## config.mk

```make
export PLATFORM = sky130hd
export DESIGN_NAME = data_mem_arbiter
export DESIGN_NICKNAME = d
export VERILOG_FILES = /design/src/rtl/data_mem_arbiter.sv
export SDC_FILE = /design/constraint.sdc
export NUM_CORES = 1
export LEC_CHECK = 0
export CAP_MARGIN = 20
export CORE_MARGIN = 2
export CORE_UTILIZATION = 30
export DETAILED_ROUTE_END_ITERATION = 8
export GPL_ROUTABILITY_DRIVEN = 0
export PLACE_DENSITY = 0.78
export SETUP_SLACK_MARGIN = 0.05
export SLEW_MARGIN = 10
export SYNTH_ARGS = -nofsm -noshare
export SYNTH_HDL_FRONTEND = slang
export SYNTH_SLANG_ARGS = --single-unit
export TNS_END_PERCENT = 30
```

## constraint.sdc

```tcl
create_clock -name clk -period 1.6 [get_ports clk]
set_clock_uncertainty 0.2 [all_clocks]
set_input_delay 0.24 -clock clk [delete_from_list [all_inputs] [get_ports clk]]
set_output_delay 0.24 -clock clk [all_outputs]
set_load 0.01 [all_outputs]
```

## src/rtl/data_mem_arbiter.sv

```systemverilog
// Two-port arbiter sharing one single-ported data memory between the GPP and the CP.
// Round-robin on contention, CP burst lock with a starvation bound, registered read-return routing.
module data_mem_arbiter #(
    parameter int MAX_LOCK = 8,
    parameter int AW       = 16,
    parameter int DW       = 16
) (
    input  logic          clk,
    input  logic          rst,
    input  logic          gpp_req,
    input  logic          gpp_we,
    input  logic [AW-1:0] gpp_addr,
    input  logic [DW-1:0] gpp_wdata,
    output logic          gpp_gnt,
    output logic          gpp_rvalid,
    output logic [DW-1:0] gpp_rdata,
    input  logic          cp_req,
    input  logic          cp_we,
    input  logic          cp_lock,
    input  logic [AW-1:0] cp_addr,
    input  logic [DW-1:0] cp_wdata,
    output logic          cp_gnt,
    output logic          cp_rvalid,
    output logic [DW-1:0] cp_rdata,
    output logic [AW-1:0] address_rw,
    output logic [DW-1:0] data_in,
    output logic          memory_write_enable,
    input  logic [DW-1:0] data_out
);

    localparam logic [1:0] IDLE      = 2'd0;
    localparam logic [1:0] GPP_LAST  = 2'd1;
    localparam logic [1:0] CP_LAST   = 2'd2;
    localparam logic [1:0] CP_LOCKED = 2'd3;

    logic [1:0]    state_reg, state_next;
    logic [3:0]    lock_cnt_reg, lock_cnt_next;
    logic          lock_expired;
    logic          gpp_win, cp_win;
    logic          rd_pend_reg, rd_tag_reg;
    logic [DW-1:0] gpp_hold_reg, cp_hold_reg;

    assign lock_expired = (lock_cnt_reg >= 4'(MAX_LOCK));

    // Winner selection; purely combinational so a grant lands in the request cycle.
    always_comb begin
        gpp_win = 1'b0;
        cp_win  = 1'b0;
        if (state_reg == CP_LOCKED) begin
            if (gpp_req && lock_expired) begin
                gpp_win = 1'b1;
            end else if (cp_req) begin
                cp_win = 1'b1;
            end else if (gpp_req) begin
                gpp_win = 1'b1;
            end
        end else if (gpp_req && cp_req) begin
            if (state_reg == GPP_LAST) begin
                cp_win = 1'b1;
            end else begin
                gpp_win = 1'b1;
            end
        end else begin
            gpp_win = gpp_req;
            cp_win  = cp_req;
        end
    end

    // Grants are held off while reset is asserted.
    assign gpp_gnt = gpp_win & rst;
    assign cp_gnt  = cp_win & rst;

    always_comb begin
        address_rw          = '0;
        data_in             = '0;
        memory_write_enable = 1'b0;
        if (gpp_gnt) begin
            address_rw          = gpp_addr;
            data_in             = gpp_wdata;
            memory_write_enable = gpp_we;
        end else if (cp_gnt) begin
            address_rw          = cp_addr;
            data_in             = cp_wdata;
            memory_write_enable = cp_we;
        end
    end

    // The lock counter only advances while GPP is actually being held off.
    always_comb begin
        state_next    = state_reg;
        lock_cnt_next = lock_cnt_reg;
        if (gpp_win) begin
            state_next    = GPP_LAST;
            lock_cnt_next = '0;
        end else if (cp_win) begin
            if (cp_lock) begin
                state_next = CP_LOCKED;
                if (state_reg != CP_LOCKED) begin
                    lock_cnt_next = '0;
                end else if (gpp_req && !lock_expired) begin
                    lock_cnt_next = lock_cnt_reg + 4'd1;
                end
            end else begin
                state_next    = CP_LAST;
                lock_cnt_next = '0;
            end
        end else if (!(state_reg == CP_LOCKED && cp_lock)) begin
            state_next    = IDLE;
            lock_cnt_next = '0;
        end
    end

    always_ff @(posedge clk or negedge rst) begin
        if (!rst) begin
            state_reg    <= IDLE;
            lock_cnt_reg <= '0;
        end else begin
            state_reg    <= state_next;
            lock_cnt_reg <= lock_cnt_next;
        end
    end

    // Read-return tag: one pending read at most, owner recorded at grant time.
    always_ff @(posedge clk or negedge rst) begin
        if (!rst) begin
            rd_pend_reg  <= 1'b0;
            rd_tag_reg   <= 1'b0;
            gpp_hold_reg <= '0;
            cp_hold_reg  <= '0;
        end else begin
            rd_pend_reg <= (gpp_gnt & ~gpp_we) | (cp_gnt & ~cp_we);
            rd_tag_reg  <= cp_gnt;
            if (gpp_rvalid) begin
                gpp_hold_reg <= data_out;
            end
            if (cp_rvalid) begin
                cp_hold_reg <= data_out;
            end
        end
    end

    assign gpp_rvalid = rd_pend_reg & ~rd_tag_reg;
    assign cp_rvalid  = rd_pend_reg & rd_tag_reg;
    assign gpp_rdata  = gpp_rvalid ? data_out : gpp_hold_reg;
    assign cp_rdata   = cp_rvalid ? data_out : cp_hold_reg;

endmodule

```

After elaboration in Yosys (flattened, before gate mapping)
Cells that the tools add are included.
{"block": "classes", "addsub": 1, "order_cmp": 1, "eq_ne": 5, "n_mux": 29, "bitwise_logic": 10, "n_reduce_logical": 6}
{"operator": "16-bit two-way mux", "n": 6}
{"operator": "4-bit two-way mux", "n": 6}
{"operator": "1-bit two-way mux", "n": 14}
{"operator": "1-bit bitwise AND", "n": 6}
{"operator": "2-bit two-way mux", "n": 3}
{"operator": "5-bit by 3-bit inequality test with 1-bit output (second input constant)", "n": 1}
{"operator": "4-bit by 1-bit adder with 4-bit output (second input constant)", "n": 1}
{"operator": "4-bit >= comparator (second input constant)", "n": 1}
{"operator": "1-bit logical AND", "n": 4}
{"operator": "3-bit inequality test (second input constant)", "n": 1}
{"operator": "1-bit NOT", "n": 3}
{"operator": "2-bit by 1-bit == test with 1-bit output (second input constant)", "n": 1}
{"operator": "2-bit == test (second input constant)", "n": 1}
{"operator": "2-bit inequality test (second input constant)", "n": 1}
{"operator": "2-bit AND reduction", "n": 1}
{"operator": "1-bit logical NOT", "n": 1}
{"operator": "1-bit OR", "n": 1}
{"block": "totals", "reg_bits": 40, "output_inout_bits": 69}

Longest topological paths before layout
Gate-level depths: netlist of run 1.
{"block": "logic_depth", "word_depth": 8, "mapped_depth": 6, "mapped_depth_nobuf": 4}

Least setup slack after synthesis of run 1
Ideal clock, no wire load.
{"block": "synth_timing", "path_type": "register -> output", "from": "reg rd_tag_reg", "to": "out gpp_rdata[10]", "arrival_ns": 1.198, "slack_ns": -0.038, "path_stages_with_launch": 5, "path_buffers": 2, "path_cell_list": "dfrtp_1 > nor2b_1 > buf_2 > buf_4 > mux2_2"}
{"block": "synth_via", "elab_chain_cells": 3}
{"element": "from (decl)", "line": "40", "source": "logic rd_pend_reg, rd_tag_reg;"}
{"element": "from (signal assigned)", "line": "132", "source": "rd_tag_reg <= cp_gnt;"}
{"element": "1-bit NOT", "line": "142", "source": "assign gpp_rvalid = rd_pend_reg & ~rd_tag_reg;"}
{"element": "1-bit bitwise AND", "line": "142"}
{"element": "net gpp_rvalid", "line": "15", "source": "output logic gpp_rvalid,"}
{"element": "16-bit two-way mux"}
{"element": "to (decl)", "line": "16", "source": "output logic [DW-1:0] gpp_rdata,"}
The timed path passes the listed nets, and every way through them passes these cells.

Worst setup path in the final report of run 1
{"block": "layout_timing", "from": "reg state_reg[1]", "to": "out address_rw[11]"}
{"block": "layout_via", "elab_chain_cells": 7, "word_cells_on_any_way": 12}
{"element": "from (decl)", "line": "36", "source": "logic [1:0] state_reg, state_next;"}
{"element": "from (signal assigned)", "line": "118", "source": "state_reg <= state_next;"}
{"element": "2-bit by 1-bit == test with 1-bit output", "line": "58", "source": "if (state_reg == GPP_LAST) begin"}
{"element": "1-bit two-way mux", "line": "58"}
{"element": "1-bit two-way mux", "line": "57", "source": "end else if (gpp_req && cp_req) begin"}
{"element": "1-bit two-way mux", "line": "49", "source": "if (state_reg == CP_LOCKED) begin"}
{"element": "1-bit bitwise AND", "line": "71", "source": "assign cp_gnt = cp_win & rst;"}
{"element": "16-bit two-way mux", "line": "81", "source": "end else if (cp_gnt) begin"}
{"element": "16-bit two-way mux *", "line": "77", "source": "if (gpp_gnt) begin"}
{"element": "to (decl)", "line": "25", "source": "output logic [AW-1:0] address_rw,"}
Mark *: on every way between the ends. The rest lies on a longest branch, timed or not.

==> flow_metrics.tcl, run 1 <==
set metrics [dict create \
    run_status "finished, violations left" \
    violations "design-rule violations, negative setup slack" \
    yosys.area.top_type "dfrtp_1" \
    cts_buffer_depth 2 \
    synth.top_cells.by_count "dfrtp_1, a22o_1, mux2_2" \
    clock-sinks 40 \
    async_flop_share_pct 100 \
    power_frac_comb_pct 45.0 \
    p_seq_share_pct 34.2 \
    clkPwrFrac_pct 20.7 \
    seq_area_frac_synth_pct 49.8 \
    p_sw_share_pct 27.4 \
    first_global_vias 2294 \
    synth.most_common_cell "dfrtp_1" \
    startpoint_type "flip-flop" \
    final_nets 426 \
    max_freq_mhz 485 \
    antenna_found_initial 0 \
    cp.arrival_ns 1.62 \
    crit_start "state_reg[1]$_DFFE_PN0P_" \
    port_buffers 155 \
    setup_viol_count_final 69 \
    min_from "cp_hold_reg[3]$_DFF_PN0_" \
    drtPass1Iterations 7 \
    fin_setup_tns_ns -24.39 \
    fillers 540 \
    hold_viol 0 \
    cp_slowest_cell "dfrtp_1" \
    required_ns 1.16 \
    syn-num-nets 245 \
    grt_max_degree 41 \
    wire_per_inst_um 17.4 \
    p_per_area_mw_per_mm2 958 \
    yosys_register_bits 40 \
    fin_area_mm2 0.00404 \
    synth_top_family_by_area "compound AO/OA/AOI/OAI gates" \
    htreeDepth 2 \
    synth.area.top_cells "dfrtp_1, mux2_2, a22o_1" \
    yosysUniqueCellTypes 23 \
    worstPathCellList "nand2_2 > a31oi_4 > buf_6 > clkbuf_16 > a22o_1 > buf_2" \
    drv_cap 0 \
    timing_worst_slew_pin_value_ns 0.511 \
    drtIter0Drc 75 \
    r2r_start "rd_tag_reg$_DFF_PN0_" \
    clk_pin_slew_ns 0.08 \
    vias 2059 \
    ant_nets 0 \
    peakVddDrop_v 0.000339 \
    area_growth_pct 101 \
    yosysWarnings 0 \
    grt_setup_unrepaired "yes" \
    cts-root-buf "clkbuf_8" \
    wl_um 7210 \
    synth.area.mux_share_pct 17.9 \
    grt_overflow 0 \
    fp.dieW_um 85.8 \
    n_antenna_cell 0 \
    avgSynthCellArea_um2 12.9 \
    synth_compound_area_share_pct 19.3 \
    placementRows 29 \
    cts_tree "yes" \
    reg2reg_depth 5 \
    dieArea_mm2 0.00737 \
    path_max_fanout 8 \
    cts_made_buffers 5 \
    p_leak_nw 1.93 \
    fin_util_pct 62.9 \
    p_int_mw 2.81 \
    synth_adder_area_share_pct 1.25 \
    timing.final.ws_setup_ns -0.463 \
    dpl.hpwl_um 5140 \
    synth_top_area_share_pct 49.8 \
    io_pins 156 \
    worstSetupEndpointType "output port" \
    synth_edf_count 0 \
    via_per_inst 4.96 \
    slew_headroom_pct 66.0 \
    drive_above_1_share_pct 43.8 \
    final-max-slew-violation-count 0 \
    syn_area_mm2 0.00201 \
    initial_core_util_pct 31.3 \
    whs_path_depth 1 \
    max_stage_delay_ns 0.42 \
    path_class "reg -> out" \
    netlist_instances 156 \
    die_height_um 85.8 \
    grt.total_usage_pct 19.3 \
    placedCellCount 393 \
    synth-main-ff-cell "dfrtp_1" \
    power_mw 3.87 \
    placed_cell_area_mm2 0.00375 \
    synth-simple-area-share_pct 4.42 \
    p_switching_mw 1.06 \
    grt_pass1_wl_um 11000 \
    min_period_ns 2.06 \
    clock_latency_ns 0.28 \
    drc 6 \
    layoutNonFillerInstCount 415 \
    timing.final.crit_share_pct 129 \
    hp-class "reg -> reg" \
    synth-xor-area-share_pct 0 \
    coreArea_mm2 0.00642 \
]
[cell usage in the layout (no fill, tap or decap), types with 2 or more instances in the layout]
cell,n
o21ai_0,2
mux2_2,3
clkbuf_16,2
buf_16,3
ha_1,2
buf_4,12
nand2_1,4
buf_2,36
clkdlybuf4s50_1,83
nand3_1,4
dlygate4sd2_1,2
buf_12,4
clkbuf_2,4
a21oi_1,3
a22o_1,35
clkbuf_8,5
inv_1,6
dfrtp_1,40
buf_6,40
nand2_2,2
mux2_4,29
[path summary, 6_finish.rpt]
check	endpoint	slack, ns
setup / recovery	address_rw[11]	-0.46
hold / removal	cp_hold_reg[3]$_DFF_PN0_	0.30
setup reg to reg	gpp_hold_reg[8]$_DFF_PN0_	0.02
hold reg to reg	cp_hold_reg[3]$_DFF_PN0_	0.30
max in group asynchronous	gpp_hold_reg[3]$_DFF_PN0_	0.41
min in group asynchronous	cp_hold_reg[10]$_DFF_PN0_	0.44
[worst max-delay path, delay by kind of cell, from the launching register on]
kind                   cells  cell delay, ns
and+or+nand+nor            1            0.10
AOI/OAI and AO/OA          2            0.39
buffers and inverters      3            0.43
DFF                        1            0.42
[kinds of logic (layout without fill, tap and decap cells)]
| kind of cell | Yosys count | after routing |
|---|---|---|
| AO/OA/AOI/OAI | 45 | 45 |
| adder cells (fa/ha/maj) | 2 | 2 |
| buffers and inverters | 20 | 202 |
| flip-flops | 40 | 40 |
| multiplexers | 32 | 32 |
| AND/OR/NAND/NOR | 17 | 17 |
[final cells by class]
type | count | area [um^2] | area share [%]
Clock inverter | 3 | 42.5 | 1.05
Clock buffer | 5 | 68.8 | 1.70
Sequential cell | 40 | 1000 | 24.8
Inverter | 7 | 28.8 | 0.713
Multi-Input combinational cell | 96 | 990 | 24.5
Tap cell | 77 | 96.3 | 2.39
Timing Repair Buffer | 187 | 1810 | 44.9
[metrics by stage]
step                      hold slack (ns)  setup slack (ns)
final                               0.300            -0.463
after global routing                0.315            -0.548
after CTS                           0.299            -0.508
after detailed placement            0.214            -0.942
after global placement              0.200            -0.913
after floorplan                    -0.256           -0.0307
[power groups by stage]
stage	clock (mW)	combinational [mW]	sequential (mW)
4_1_cts	0.842	1.73	1.32
2_1_floorplan	0	0.649	1.31
5_1_grt	0.877	1.85	1.35
6_report	0.803	1.74	1.33
3_5_place_dp	0	1.59	1.34
3_3_place_gp	0	1.57	1.32
[layer usage]
metal / global-route usage (%) / part of all wire [%] / vias up
li1: - / - / 947
met1: 20.9 / 37 / 998
met2: 36.6 / 54 / 102
met3: 4.52 / 6.7 / 12
met4: 6.49 / 1.8 / 0
met5: 0 / 0 / -
[repair_timing]
item / CTS / global route
endpoints found under the hold margin: 40 / 0
resized for setup: 324 / 21
endpoints found under the setup margin: 71 / 74
pin swaps: 3 / 6
buffers inserted: 8 / 1
hold buffers: 1 / 0
gates cloned: 5 / 2
Note: power is estimated with default switching activity, not from simulation.
==> run 2: changes to the inputs <==
Settings changed: ABC_CLOCK_PERIOD_IN_PS from default to 1600.
==> results of run 2 <==
Same layout as run 1: the final DEF is identical, and so are final timing and power.
==> run 3: changes to the inputs <==
Settings changed: RECOVER_POWER from default to 25.
==> run 3 against run 2 <==
  * Global-route usage is the same
  * Count of clock-buffer cells in the layout is the same
  * Core utilization shrank 0.058 points
  * Critical endpoint unchanged
  * The flow still finishes with violations (design-rule violations, negative setup slack)
  * Cell area is essentially flat
  * Non-clock buffer count is the same
  * Wire length shrank 0.18%
  * Sequential share of layout area is essentially flat
  * Sequential power is essentially flat
  * Cell count is the same
  * First-iteration DRC count shrank 20%
  * Die area is the same
==> flow_metrics.tcl, run 3 (same netlist as run 1, synthesis figures left out) <==
set metrics [dict create \
    holdWs_ns 0.300 \
    required_ns 1.16 \
    peakVddDrop_v 0.000338 \
    dpl.hpwl_um 5140 \
    cts_made_buffers 5 \
    cts_tree "yes" \
    initial_core_util_pct 31.3 \
    drive_above_1_share_pct 43.2 \
    cp.arrival_ns 1.63 \
    clock-sinks 40 \
    r2r_end "gpp_hold_reg[8]$_DFF_PN0_" \
    grt_overflow 0 \
    final-max-slew-violation-count 0 \
    path_class "reg -> out" \
    timing_worst_slew_pin_value_ns 0.539 \
    p_leak_nw 1.93 \
    setup_viol_count_final 69 \
    worstSetupEndpointType "output port" \
    p_per_area_mw_per_mm2 959 \
    grt_max_degree 41 \
    antenna_found_initial 0 \
    cts_buffer_depth 2 \
    slew_headroom_pct 64.0 \
    grt_setup_unrepaired "yes" \
    violations "design-rule violations, negative setup slack" \
    min_from "cp_hold_reg[3]$_DFF_PN0_" \
    path_max_fanout 8 \
    power_mw 3.87 \
    grt.total_usage_pct 19.3 \
    wl_um 7190 \
    startpoint_type "flip-flop" \
    vias 2046 \
    hp-class "reg -> reg" \
    cts-root-buf "clkbuf_8" \
    max_freq_mhz 482 \
    run_status "finished, violations left" \
    die_height_um 85.8 \
    drv_cap 0 \
    wire_per_inst_um 17.3 \
    drtIter0Drc 60 \
    final_nets 426 \
    mostFrequentLayoutCell "clkdlybuf4s50_1" \
    crit_start "state_reg[1]$_DFFE_PN0P_" \
    min_period_ns 2.07 \
    port_buffers 155 \
    grt_pass1_wl_um 11000 \
    final_cell_mix "clkdlybuf4s50_1, dfrtp_1, buf_6" \
    timing.final.ws_setup_ns -0.475 \
    fp.dieW_um 85.8 \
    io_pins 156 \
    timing.final.crit_share_pct 130 \
    holdPathEnd "cp_hold_reg[3]$_DFF_PN0_" \
    n_antenna_cell 0 \
    fin_setup_tns_ns -25.62 \
    ant_nets 0 \
    drtPass1Iterations 6 \
    dieArea_mm2 0.00737 \
    placementRows 29 \
    hold_viol 0 \
    htreeDepth 2 \
    whs_path_depth 1 \
    reg2reg_depth 5 \
    drc 6 \
    r2r_start "rd_tag_reg$_DFF_PN0_" \
    first_global_vias 2294 \
    regToRegSetupSlack_ns 0.04 \
    area_growth_pct 101 \
    coreArea_mm2 0.00642 \
    clock_latency_ns 0.28 \
    clk_pin_slew_ns 0.08 \
    via_per_inst 4.93 \
]
[run 3: changes by cell type in the layout (fill, tap and decap cells not counted), sizes merged]
cell,delta
buf,-2
clkbuf,+2
[run 3: cell type report]
type / instances / area (um^2)
inverters: 7 / 28.8
clock inverters: 3 / 42.5
fillers: 541 / 2390
clock buffers: 5 / 68.8
well taps: 77 / 96.3
flip-flops and latches: 40 / 1000
repair buffers: 187 / 1810
multi-input cells: 96 / 987
[run 3: worst max path at each step]
stage,to,slack (ns),depth (start not counted)
after detailed placement,address_rw[13],-0.94,6
after CTS,address_rw[13],-0.51,6
final,address_rw[11],-0.47,6
after global routing,address_rw[10],-0.55,6
after global placement,address_rw[13],-0.91,6
after floorplan,cp_rdata[10],-0.03,3
[run 3: metrics by stage]
stage               instances  area [um^2]  setup slack [ns]  util, %
finish                    415         4040            -0.475     62.8
floorplan                 156         2060           -0.0307        -
detailed placement        393         3750            -0.942     58.4
global route              415         4040            -0.548     62.8
global placement          393         3750            -0.913     58.4
CTS                       415         4020            -0.508     62.6
[run 3: metal layers]
metal / global-route usage, % / vias up / wire length, um
met1: 20.9 / 982 / 2680
met4: 6.49 / 0 / 129
met5: 0 / - / 0
met2: 36.6 / 104 / 3900
li1: - / 948 / -
met3: 4.52 / 12 / 485
[run 3: power by group]
| part | switching, mW | internal [mW] |
|---|---|---|
| Sequential | 0.0743 | 1.25 |
| Clock | 0.343 | 0.461 |
| Combinational | 0.642 | 1.10 |
| Total | 1.06 | 2.81 |
[run 3: timing repair]
action,4_1_cts,5_1_grt
endpoints found under the hold margin,40,0
pin swaps,3,6
setup endpoints to repair,71,74
resized for setup,324,21
gates cloned,5,2
buffers inserted,8,1
hold buffers,1,0
[run 3: worst max-delay path, stage by stage, from the launching register on]
cell	delay, ns
dfrtp_1	0.43
nand2_2	0.10
a31oi_4	0.26
buf_6	0.16
clkbuf_16	0.15
a22o_1	0.13
buf_2	0.12
